### src/rtl/alu_result_collector.sv
`default_nettype none
// ============================================================================
//  Module   : alu_result_collector
//  Purpose  : Return-path partner of the pipelined ALU. The ALU has no
//             valid/tag signalling and its ARITH, LOGIC and SHIFT paths have
//             different fixed latencies. Each accepted issue books its
//             completion slot in a timing wheel; when the wheel pointer
//             reaches that slot the value on alu_out is captured and
//             presented as a tagged register-file writeback.
//
//  Ports    : clk, rst_n          - clock, asynchronous active-low reset
//             issue_valid         - issue request this cycle
//             issue_opcode[4:0]   - ALU opcode; [4:3] selects the class
//             issue_rd[4:0]       - destination register tag
//             issue_ready         - combinational accept qualifier
//             alu_out[63:0]       - ALU result bus
//             wb_valid            - one-cycle writeback strobe
//             wb_rd[4:0]          - destination tag of completing op
//             wb_data[63:0]       - captured alu_out
//             wb_class[1:0]       - opcode[4:3] of completing op
//             inflight_cnt        - scheduled, not-yet-completed ops
//             illegal_op          - registered pulse on class-11 issue
//
//  Options  : DEST_HAZARD_EN - when defined, a per-register busy vector
//             stalls issue to a destination that still has an op in flight.
//
//  Revision : 1.0 - initial release
// ============================================================================
module alu_result_collector #(
    parameter int LAT_ARITH = 4,
    parameter int LAT_LOGIC = 31,
    parameter int LAT_SHIFT = 27,
    parameter int DEPTH     = 32,
    parameter int PTR_W     = 5
) (
    input  logic             clk,
    input  logic             rst_n,
    input  logic             issue_valid,
    input  logic [4:0]       issue_opcode,
    input  logic [4:0]       issue_rd,
    output logic             issue_ready,
    input  logic [63:0]      alu_out,
    output logic             wb_valid,
    output logic [4:0]       wb_rd,
    output logic [63:0]      wb_data,
    output logic [1:0]       wb_class,
    output logic [PTR_W:0]   inflight_cnt,
    output logic             illegal_op
);

    localparam logic [1:0] C_CLASS_ARITH   = 2'b00;
    localparam logic [1:0] C_CLASS_LOGIC   = 2'b01;
    localparam logic [1:0] C_CLASS_SHIFT   = 2'b10;
    localparam logic [1:0] C_CLASS_ILLEGAL = 2'b11;

    localparam logic [PTR_W-1:0] C_LAT_ARITH = PTR_W'(LAT_ARITH);
    localparam logic [PTR_W-1:0] C_LAT_LOGIC = PTR_W'(LAT_LOGIC);
    localparam logic [PTR_W-1:0] C_LAT_SHIFT = PTR_W'(LAT_SHIFT);

    // ------------------------------------------------------------------
    // State
    // ------------------------------------------------------------------
    logic [PTR_W-1:0] ptr_q,          ptr_d;
    logic [DEPTH-1:0] slot_valid_q,   slot_valid_d;
    logic [4:0]       slot_rd_q    [DEPTH];
    logic [4:0]       slot_rd_d    [DEPTH];
    logic [1:0]       slot_class_q [DEPTH];
    logic [1:0]       slot_class_d [DEPTH];

    logic             wb_valid_q,     wb_valid_d;
    logic [4:0]       wb_rd_q,        wb_rd_d;
    logic [63:0]      wb_data_q,      wb_data_d;
    logic [1:0]       wb_class_q,     wb_class_d;
    logic [PTR_W:0]   inflight_cnt_q, inflight_cnt_d;
    logic             illegal_op_q,   illegal_op_d;

    // ------------------------------------------------------------------
    // Issue-side decode
    // ------------------------------------------------------------------
    logic [1:0]       issue_class;
    logic [PTR_W-1:0] issue_lat;
    logic [PTR_W-1:0] target_slot;
    logic             hazard;
    logic             issue_accept;
    logic             consume;

    // Low opcode bits only matter to the ALU itself.
    logic             unused_opcode_bits;
    assign unused_opcode_bits = ^issue_opcode[2:0];

    assign issue_class = issue_opcode[4:3];

    always_comb begin
        issue_lat = '0;
        case (issue_class)
            C_CLASS_ARITH: issue_lat = C_LAT_ARITH;
            C_CLASS_LOGIC: issue_lat = C_LAT_LOGIC;
            C_CLASS_SHIFT: issue_lat = C_LAT_SHIFT;
            default:       issue_lat = '0;
        endcase
    end

    // DEPTH is a power of two, so the natural wrap of the add is the modulo.
    assign target_slot = ptr_q + issue_lat;

    assign issue_ready  = !slot_valid_q[target_slot]
                        && (issue_class != C_CLASS_ILLEGAL)
                        && !hazard;
    assign issue_accept = issue_valid && issue_ready;
    assign consume      = slot_valid_q[ptr_q];

    // ------------------------------------------------------------------
    // Optional destination-register hazard tracking
    // ------------------------------------------------------------------
`ifdef DEST_HAZARD_EN
    logic [31:0] busy_q, busy_d;

    always_comb begin
        busy_d = busy_q;
        if (consume) begin
            busy_d[slot_rd_q[ptr_q]] = 1'b0;
        end
        // Set after clear: a new op to the same rd keeps the bit busy.
        if (issue_accept) begin
            busy_d[issue_rd] = 1'b1;
        end
    end

    always_ff @(posedge clk or negedge rst_n) begin
        if (!rst_n) begin
            busy_q <= '0;
        end else begin
            busy_q <= busy_d;
        end
    end

    assign hazard = busy_q[issue_rd];
`else
    assign hazard = 1'b0;
`endif

    // ------------------------------------------------------------------
    // Wheel update: consume slot[ptr] and book slot[target] in one edge.
    // LAT >= 1 keeps the two indices distinct.
    // ------------------------------------------------------------------
    always_comb begin
        ptr_d        = ptr_q + 1'b1;
        slot_valid_d = slot_valid_q;
        slot_rd_d    = slot_rd_q;
        slot_class_d = slot_class_q;

        slot_valid_d[ptr_q] = 1'b0;
        if (issue_accept) begin
            slot_valid_d[target_slot] = 1'b1;
            slot_rd_d[target_slot]    = issue_rd;
            slot_class_d[target_slot] = issue_class;
        end
    end

    // ------------------------------------------------------------------
    // Writeback capture and bookkeeping
    // ------------------------------------------------------------------
    always_comb begin
        wb_valid_d     = consume;
        wb_rd_d        = wb_rd_q;
        wb_data_d      = wb_data_q;
        wb_class_d     = wb_class_q;
        inflight_cnt_d = inflight_cnt_q;
        illegal_op_d   = issue_valid && (issue_class == C_CLASS_ILLEGAL);

        if (consume) begin
            wb_rd_d    = slot_rd_q[ptr_q];
            wb_class_d = slot_class_q[ptr_q];
            wb_data_d  = alu_out;
        end

        case ({issue_accept, consume})
            2'b10:   inflight_cnt_d = inflight_cnt_q + 1'b1;
            2'b01:   inflight_cnt_d = inflight_cnt_q - 1'b1;
            default: inflight_cnt_d = inflight_cnt_q;
        endcase
    end

    always_ff @(posedge clk or negedge rst_n) begin
        if (!rst_n) begin
            ptr_q          <= '0;
            slot_valid_q   <= '0;
            wb_valid_q     <= 1'b0;
            wb_rd_q        <= '0;
            wb_data_q      <= '0;
            wb_class_q     <= '0;
            inflight_cnt_q <= '0;
            illegal_op_q   <= 1'b0;
        end else begin
            ptr_q          <= ptr_d;
            slot_valid_q   <= slot_valid_d;
            wb_valid_q     <= wb_valid_d;
            wb_rd_q        <= wb_rd_d;
            wb_data_q      <= wb_data_d;
            wb_class_q     <= wb_class_d;
            inflight_cnt_q <= inflight_cnt_d;
            illegal_op_q   <= illegal_op_d;
        end
    end

    // Slot payload is qualified by slot_valid_q and needs no reset.
    always_ff @(posedge clk) begin
        slot_rd_q    <= slot_rd_d;
        slot_class_q <= slot_class_d;
    end

    assign wb_valid     = wb_valid_q;
    assign wb_rd        = wb_rd_q;
    assign wb_data      = wb_data_q;
    assign wb_class     = wb_class_q;
    assign inflight_cnt = inflight_cnt_q;
    assign illegal_op   = illegal_op_q;

endmodule
`default_nettype wire
### config.mk
export PLATFORM = sky130hd
export DESIGN_NAME = alu_result_collector
export DESIGN_NICKNAME = d
export VERILOG_FILES = /design/src/rtl/alu_result_collector.sv
export SDC_FILE = /design/constraint.sdc
export NUM_CORES = 1
export LEC_CHECK = 0
export ABC_CLOCK_PERIOD_IN_PS = 10200
export CORE_MARGIN = 2
export CORE_UTILIZATION = 30
export DETAILED_ROUTE_END_ITERATION = 10
export PLACE_DENSITY = 0.54
export SYNTH_ARGS = -nofsm -noshare
export SYNTH_HDL_FRONTEND = slang
export SYNTH_SLANG_ARGS = --single-unit
### constraint.sdc
create_clock -name clk -period 10.2 [get_ports clk]
set_input_delay 1.53 -clock clk [delete_from_list [all_inputs] [get_ports clk]]
set_output_delay 1.53 -clock clk [all_outputs]
set_load 0.1 [all_outputs]
==> impl_metrics.yaml, run 1 <==
clock_network:
  cts_buffer_depth: 3
  cts.reportedPaths.clkPinSlew_ns: 0.06
  cts_made_buffers: 37
  hold_buffers: 0
  clkLatencyLatePin_ns: 0.54
  cts_tree: "done"
  cts_resized: 0
  cts_sinks: 340
  post-cts-setup-buffers: 0
  cts_htree_levels: 2
  cts-root-buf: "clkbuf_16"
worst_setup_path:
  reg2reg_from: "ptr_q[0]"
  path_max_fanout: 36
  critPathCaptureType: "output pin"
  r2r_cells: 15
  criticalPathCategory: "input pin to output pin"
  cp.required_ns: 8.67
  r2r-end: "inflight_cnt[4]"
  critPathArrivalTime_ns: 6.82
  r2r_slack_ns: 4.83
  cp-start-kind: "input pin"
cells_and_area:
  final_common_cell: "edfxtp_1"
  drive_gt1_share_pct: 20.29
  diodes: 0
  final_nets: 1096
  areaGrowthSynthToFinish_pct: 22.58
  final_cell_mix: "224 x edfxtp_1, 152 x clkdlybuf4s50_1, 114 x dfrtp_1"
  seqCellArea_um2: 9637
  fillers: 4490
  multi_input_area_um2: 4437
global_routing:
  grt_overflow: 0
  grt_usage_pct: 14.34
  antenna_found_initial: 0
  grt_max_degree: 64
  grt_pass1_wl_mm: 54.13
  grt_pass1_vias: 8260
placement:
  place_congestion: 0.8402
  place_hpwl_mm: 22.82
  port-buffer-count: 153
timing:
  hold_viol_final: 0
  tns_ns: 0
  clock_skew_ns: 0.01586
  worst_hold_slack_ns: 0.4802
  grt_setup_unrepaired: "false"
  max-slew-margin-rel_pct: 17.25
  slew_violations: 0
  finalSetupViolCount: 0
  fin_crit_ns: 8.346
  fin_crit_sh_pct: 81.83
  worst_pin_slew_ns: 1.237
  fmax_mhz: 119.8
worst_hold_path:
  hold_class: "flip-flop to flip-flop"
  worst_hold_path.endpoint: "inflight_cnt[5]"
  hold_depth: 1
  hp-start: "inflight_cnt[5]"
route:
  postRouteAntennaNets: 0
  num_vias: 8069
  via_per_inst: 4.905
  drt_iter0_drc: 617
  post_drt_wl_per_cell_um: 21.62
  drt_wl_total_mm: 35.56
  drc: 0
  drtPass1Iterations: 5
synthesis:
  ys_seq_elements: 340
  yosysWarnings: 0
  netlist_area_um2: 14450
  ys_types: 59
  synth_top_area_share_pct: 46.54
  synth-async-reset-ratio_pct: 34.12
  synthTopCellsByArea: "edfxtp_1 47%, dfrtp_1 20%, mux4_2 9.0%"
  netlist_instances: 849
  synth_top_area_cell: "edfxtp_1"
  syn_area_per_cell_um2: 17.02
  syn-num-nets: 942
  synth_top_flop_cell: "edfxtp_1"
  synth-edff-count: 224
  ys_seq_area_share_pct: 66.63
power_and_ir_drop:
  ir_worst_vdd_mv: 0.1234
  power.density_nw_per_um2: 302.9
  p_leak_nw: 6.419
outcome:
  outcome: "complete, no violations"
floorplan:
  die-height_um: 223.5
  ios: 157
  rows: 80
  design.die.area_um2: 49950
  start_util_pct: 30.33
  die_w_um: 223.5
  coreArea_um2: 47650
flow_run:
  drv_cap: 0
## synth_stat cells, types with 3 or more instances
| cell type | instances |
|---|---|
| mux4_1 | 5 |
| or3_1 | 3 |
| xor2_1 | 9 |
| a21oi_1 | 6 |
| inv_1 | 7 |
| mux2_2 | 7 |
| buf_2 | 19 |
| buf_4 | 3 |
| nand2b_1 | 3 |
| clkbuf_1 | 14 |
| nand3_1 | 13 |
| buf_12 | 8 |
| dfrtp_1 | 116 |
| a211oi_1 | 3 |
| mux4_2 | 58 |
| nand2_1 | 69 |
| mux2i_1 | 16 |
| mux2_4 | 69 |
| buf_1 | 4 |
| nor3_1 | 3 |
| a22oi_1 | 22 |
| nand4_1 | 10 |
| edfxtp_1 | 224 |
| nor3b_1 | 3 |
| o22ai_1 | 4 |
| ha_1 | 15 |
| nor2_1 | 56 |
| xnor2_1 | 7 |
| o21ai_0 | 34 |
## per-stage QoR
stage / instances / cell area (µm²) / utilization (%) / setup slack (ns) / power [mW]
global route: 1645 / 17720 / 37.18 / 1.627 / 5.562
CTS: 1645 / 17720 / 37.18 / 1.910 / 5.415
detailed placement: 1579 / 16480 / 34.60 / 1.907 / 4.040
finish: 1645 / 17720 / 37.18 / 1.854 / 5.367
global placement: 1579 / 16480 / 34.60 / 1.938 / 4.027
floorplan: 849 / 14450 / - / 3.797 / 3.571
## final cells by class
cell class / instances / share of cell area, %
Clock buffer: 47 / 5.784
Clock inverter: 19 / 1.165
Inverter: 8 / 0.1695
Multi-Input combinational cell: 452 / 25.04
Sequential cell: 340 / 54.40
Tap cell: 615 / 4.344
Timing Repair Buffer: 164 / 9.097
## state kept, by name, summed over array words and instances, names as in the netlist
name	flops
wb_data	64
wb_class	2
slot_valid_q	32
wb_valid	1
slot_class_q	64
ptr_q	5
slot_rd_q	160
illegal_op	1
wb_rd	5
inflight_cnt	6
## critical path, cell delays in order
cell,delay [ns]
clkdlybuf4s50_1,0.47
buf_4,0.35
inv_1,0.09
ha_1,0.42
ha_1,0.26
fa_1,0.90
mux4_2,0.41
nor2_1,0.12
nor2_1,0.05
or4_1,0.80
nand4_1,0.18
clkdlybuf4s50_1,1.21
## logic make-up after synthesis
family	synth area share (%)
flops	66.63
simple gates	5.688
mux	18.77
compound gates	3.835
buf+inv	2.675
xor+xnor	0.9697
fa+ha+maj	1.437
## where the power goes
| group | internal, mW | switching (mW) |
|---|---|---|
| Combinational | 0.648 | 1.54 |
| Clock | 0.813 | 0.546 |
| Sequential | 1.68 | 0.137 |
## routing by layer
layer	wire, µm	GRT usage (%)	vias to the layer above
li1	-	-	3569
met1	16300	20.37	4136
met2	16130	22.05	298
met3	2200	2.897	64
met4	905	4.624	2
met5	25	0	-
## how the worst max path moves through the flow
stage / start / to / slack, ns / cells after the start
floorplan: issue_opcode[3] / issue_ready / 3.80 / 12
global placement: issue_opcode[3] / issue_ready / 1.94 / 12
detailed placement: issue_opcode[3] / issue_ready / 1.91 / 12
CTS: issue_opcode[3] / issue_ready / 1.91 / 12
global route: issue_opcode[4] / issue_ready / 1.63 / 12
finish: issue_opcode[3] / issue_ready / 1.85 / 12
(Power assumes the default switching activity.)
==> run 2, diff against run 1 <==
--- a/config.mk
+++ b/config.mk
@@ -5,11 +5,11 @@
 export SDC_FILE = /design/constraint.sdc
 export NUM_CORES = 1
 export LEC_CHECK = 0
-export ABC_CLOCK_PERIOD_IN_PS = 10200
+export ABC_CLOCK_PERIOD_IN_PS = 6900
 export CORE_MARGIN = 2
 export CORE_UTILIZATION = 30
 export DETAILED_ROUTE_END_ITERATION = 10
-export PLACE_DENSITY = 0.54
+export PLACE_DENSITY = 0.55
 export SYNTH_ARGS = -nofsm -noshare
 export SYNTH_HDL_FRONTEND = slang
 export SYNTH_SLANG_ARGS = --single-unit
==> constraint.sdc (replaced) <==
create_clock -name clk -period 6.9 [get_ports clk]
set_input_delay 1.035 -clock clk [delete_from_list [all_inputs] [get_ports clk]]
set_output_delay 1.035 -clock clk [all_outputs]
set_load 0.1 [all_outputs]
==> run 2 against run 1 <==
  * Critical path depth is the same
  * Via count about the same
  * Utilization increased by 0.12 points
  * Sequential cell count unchanged
  * Sequential power rose by 48%
  * First-iteration DRC count up 12%
  * Global-route usage decreased by 0.37 points
  * Final area grew 0.31%
  * Sequential share of layout area fell by 0.17 points
  * Hold slack gained 0.0071 ns
  * Critical path type unchanged
  * Clock skew increased by 0.012 ns
==> impl_metrics.yaml, run 2 (same netlist as run 1, synthesis figures left out) <==
outcome:
  outcome: "complete, no violations"
route:
  drtPass1Iterations: 5
  wl_met1_mm: 15.91
  postRouteAntennaNets: 0
  via_per_inst: 4.899
  routed-wl-met3_mm: 2.216
  num_vias: 8068
  post_drt_wl_per_cell_um: 21.12
  dr_wl_met2_mm: 15.79
  drt_wl_total_mm: 34.79
  highest_layer: "met5"
  drc: 0
  drt_iter0_drc: 694
clock_network:
  hold_buffers: 0
  cts.reportedPaths.clkPinSlew_ns: 0.05
  cts_htree_levels: 2
  cts_resized: 0
  post-cts-setup-buffers: 0
  cts_tree: "done"
  cts_sinks: 340
  cts-root-buf: "clkbuf_16"
  clkLatencyLatePin_ns: 0.54
  cts_made_buffers: 36
  cts_buffer_depth: 3
worst_setup_path:
  critPathArrivalTime_ns: 4.88
  cp_cell_sequence: "clkdlybuf4s50_1 -> inv_1 -> ha_1 -> ha_1 -> fa_1 -> mux4_2 -> nor2_1 -> nor2_1 -> or4_1 -> buf_4 -> nand4_1 -> buf_12"
  critPathCaptureType: "output pin"
  cp.required_ns: 5.86
  critical-path-slowest-cell: "fa_1"
  criticalPathCategory: "input pin to output pin"
  crit_path_max_incr_delay_ns: 0.86
  path_max_fanout: 17
  cp-start-kind: "input pin"
cells_and_area:
  fin_area_um2: 17770
  multi_input_area_um2: 4437
  final_nets: 1098
  final_common_cell: "edfxtp_1"
  top_register: "slot_rd_q"
  areaGrowthSynthToFinish_pct: 22.96
  final_cell_mix: "224 x edfxtp_1, 151 x clkdlybuf4s50_1, 114 x dfrtp_1"
  fillers: 4462
  diodes: 0
  seqCellArea_um2: 9637
  drive_gt1_share_pct: 20.54
  largest_register_ffs: 160
  final_cells: 1647
timing:
  slew_violations: 0
  max-slew-margin-rel_pct: 16.83
  clock_skew_ns: 0.02781
  fin_crit_sh_pct: 85.77
  hold_viol_final: 0
  fmax_mhz: 169.0
  finalSetupViolCount: 0
  grt_setup_unrepaired: "false"
  worst_pin_slew_ns: 1.244
  tns_ns: 0
  fin_crit_ns: 5.918
  worst_hold_slack_ns: 0.4873
floorplan:
  ios: 157
  die-height_um: 223.5
  start_util_pct: 30.33
  rows: 80
  design.die.area_um2: 49950
  die_w_um: 223.5
  coreArea_um2: 47650
placement:
  dpl_cell_area_um2: 16520
  port-buffer-count: 153
  place_congestion: 0.8162
  place_hpwl_mm: 22.56
  dp_cells: 1582
worst_hold_path:
  hold_class: "flip-flop to flip-flop"
power_and_ir_drop:
  p_leak_nw: 6.449
  p_total_mw: 7.977
  ir_worst_vdd_mv: 0.2043
  power.density_nw_per_um2: 448.9
global_routing:
  grt_pass1_wl_mm: 52.69
  grt_overflow: 0
  grt_usage_pct: 13.97
  antenna_found_initial: 1
  grt_pass1_vias: 8192
  grt_max_degree: 66
flow_run:
  drv_cap: 0
==> run 2: cell types whose count changed in the layout (fill, tap and decap cells not counted), sizes merged <==
cell,previous run,this run
inv,8,7
clkinvlp,2,1
clkbuf,47,52
clkinv,13,8
bufinv,4,5
clkdlybuf4s50,152,151
buf,12,16
==> run 2: final cells by class <==
class,count,share of cell area [%]
clock buffers,52,5.928
inverters,8,0.1690
flip-flops and latches,340,54.23
multi-input cells,452,24.97
well taps,615,4.330
repair buffers,167,9.252
clock inverters,13,1.127
==> run 2: power by group <==
part / switching (mW) / internal, mW
sequential: 0.204 / 2.48
clock: 0.789 / 1.25
combinational: 2.28 / 0.970
==> run 2: layer usage <==
metal  up-vias  track usage [%]
met4         2            4.903
met2       255            21.42
met3        52            3.069
met1      4184            19.56
met5         -                0
li1       3575                -
==> run 2: final timing paths <==
| path | slack, ns | depth (start not counted) | startpoint | endpoint |
|---|---|---|---|---|
| max | 0.98 | 12 | issue_opcode[4] | issue_ready |
| min | 0.49 | 1 | inflight_cnt[5] | inflight_cnt[5] |
| max reg2reg | 1.91 | 15 | ptr_q[0] | inflight_cnt[4] |
| min reg2reg | 0.49 | 1 | inflight_cnt[5] | inflight_cnt[5] |
| max in group asynchronous | 5.05 | 2 | rst_n | wb_data[44] |
| min in group asynchronous | 0.55 | 1 | rst_n | ptr_q[2] |
==> run 2: worst max-delay path: cells and delay by family <==
family | cells | cell delay [ns]
adder cells (fa/ha/maj) | 3 | 1.62
buffers and inverters | 4 | 1.02
multiplexers | 1 | 0.40
AND/OR/NAND/NOR | 4 | 0.80
==> run 2: through the flow <==
stage | utilization [%] | worst slack [ns]
2_1_floorplan | - | 1.487
3_3_place_gp | 34.67 | 0.6543
3_5_place_dp | 34.67 | 0.6686
4_1_cts | 37.30 | 0.9863
5_1_grt | 37.30 | 0.8106
6_report | 37.30 | 0.9820
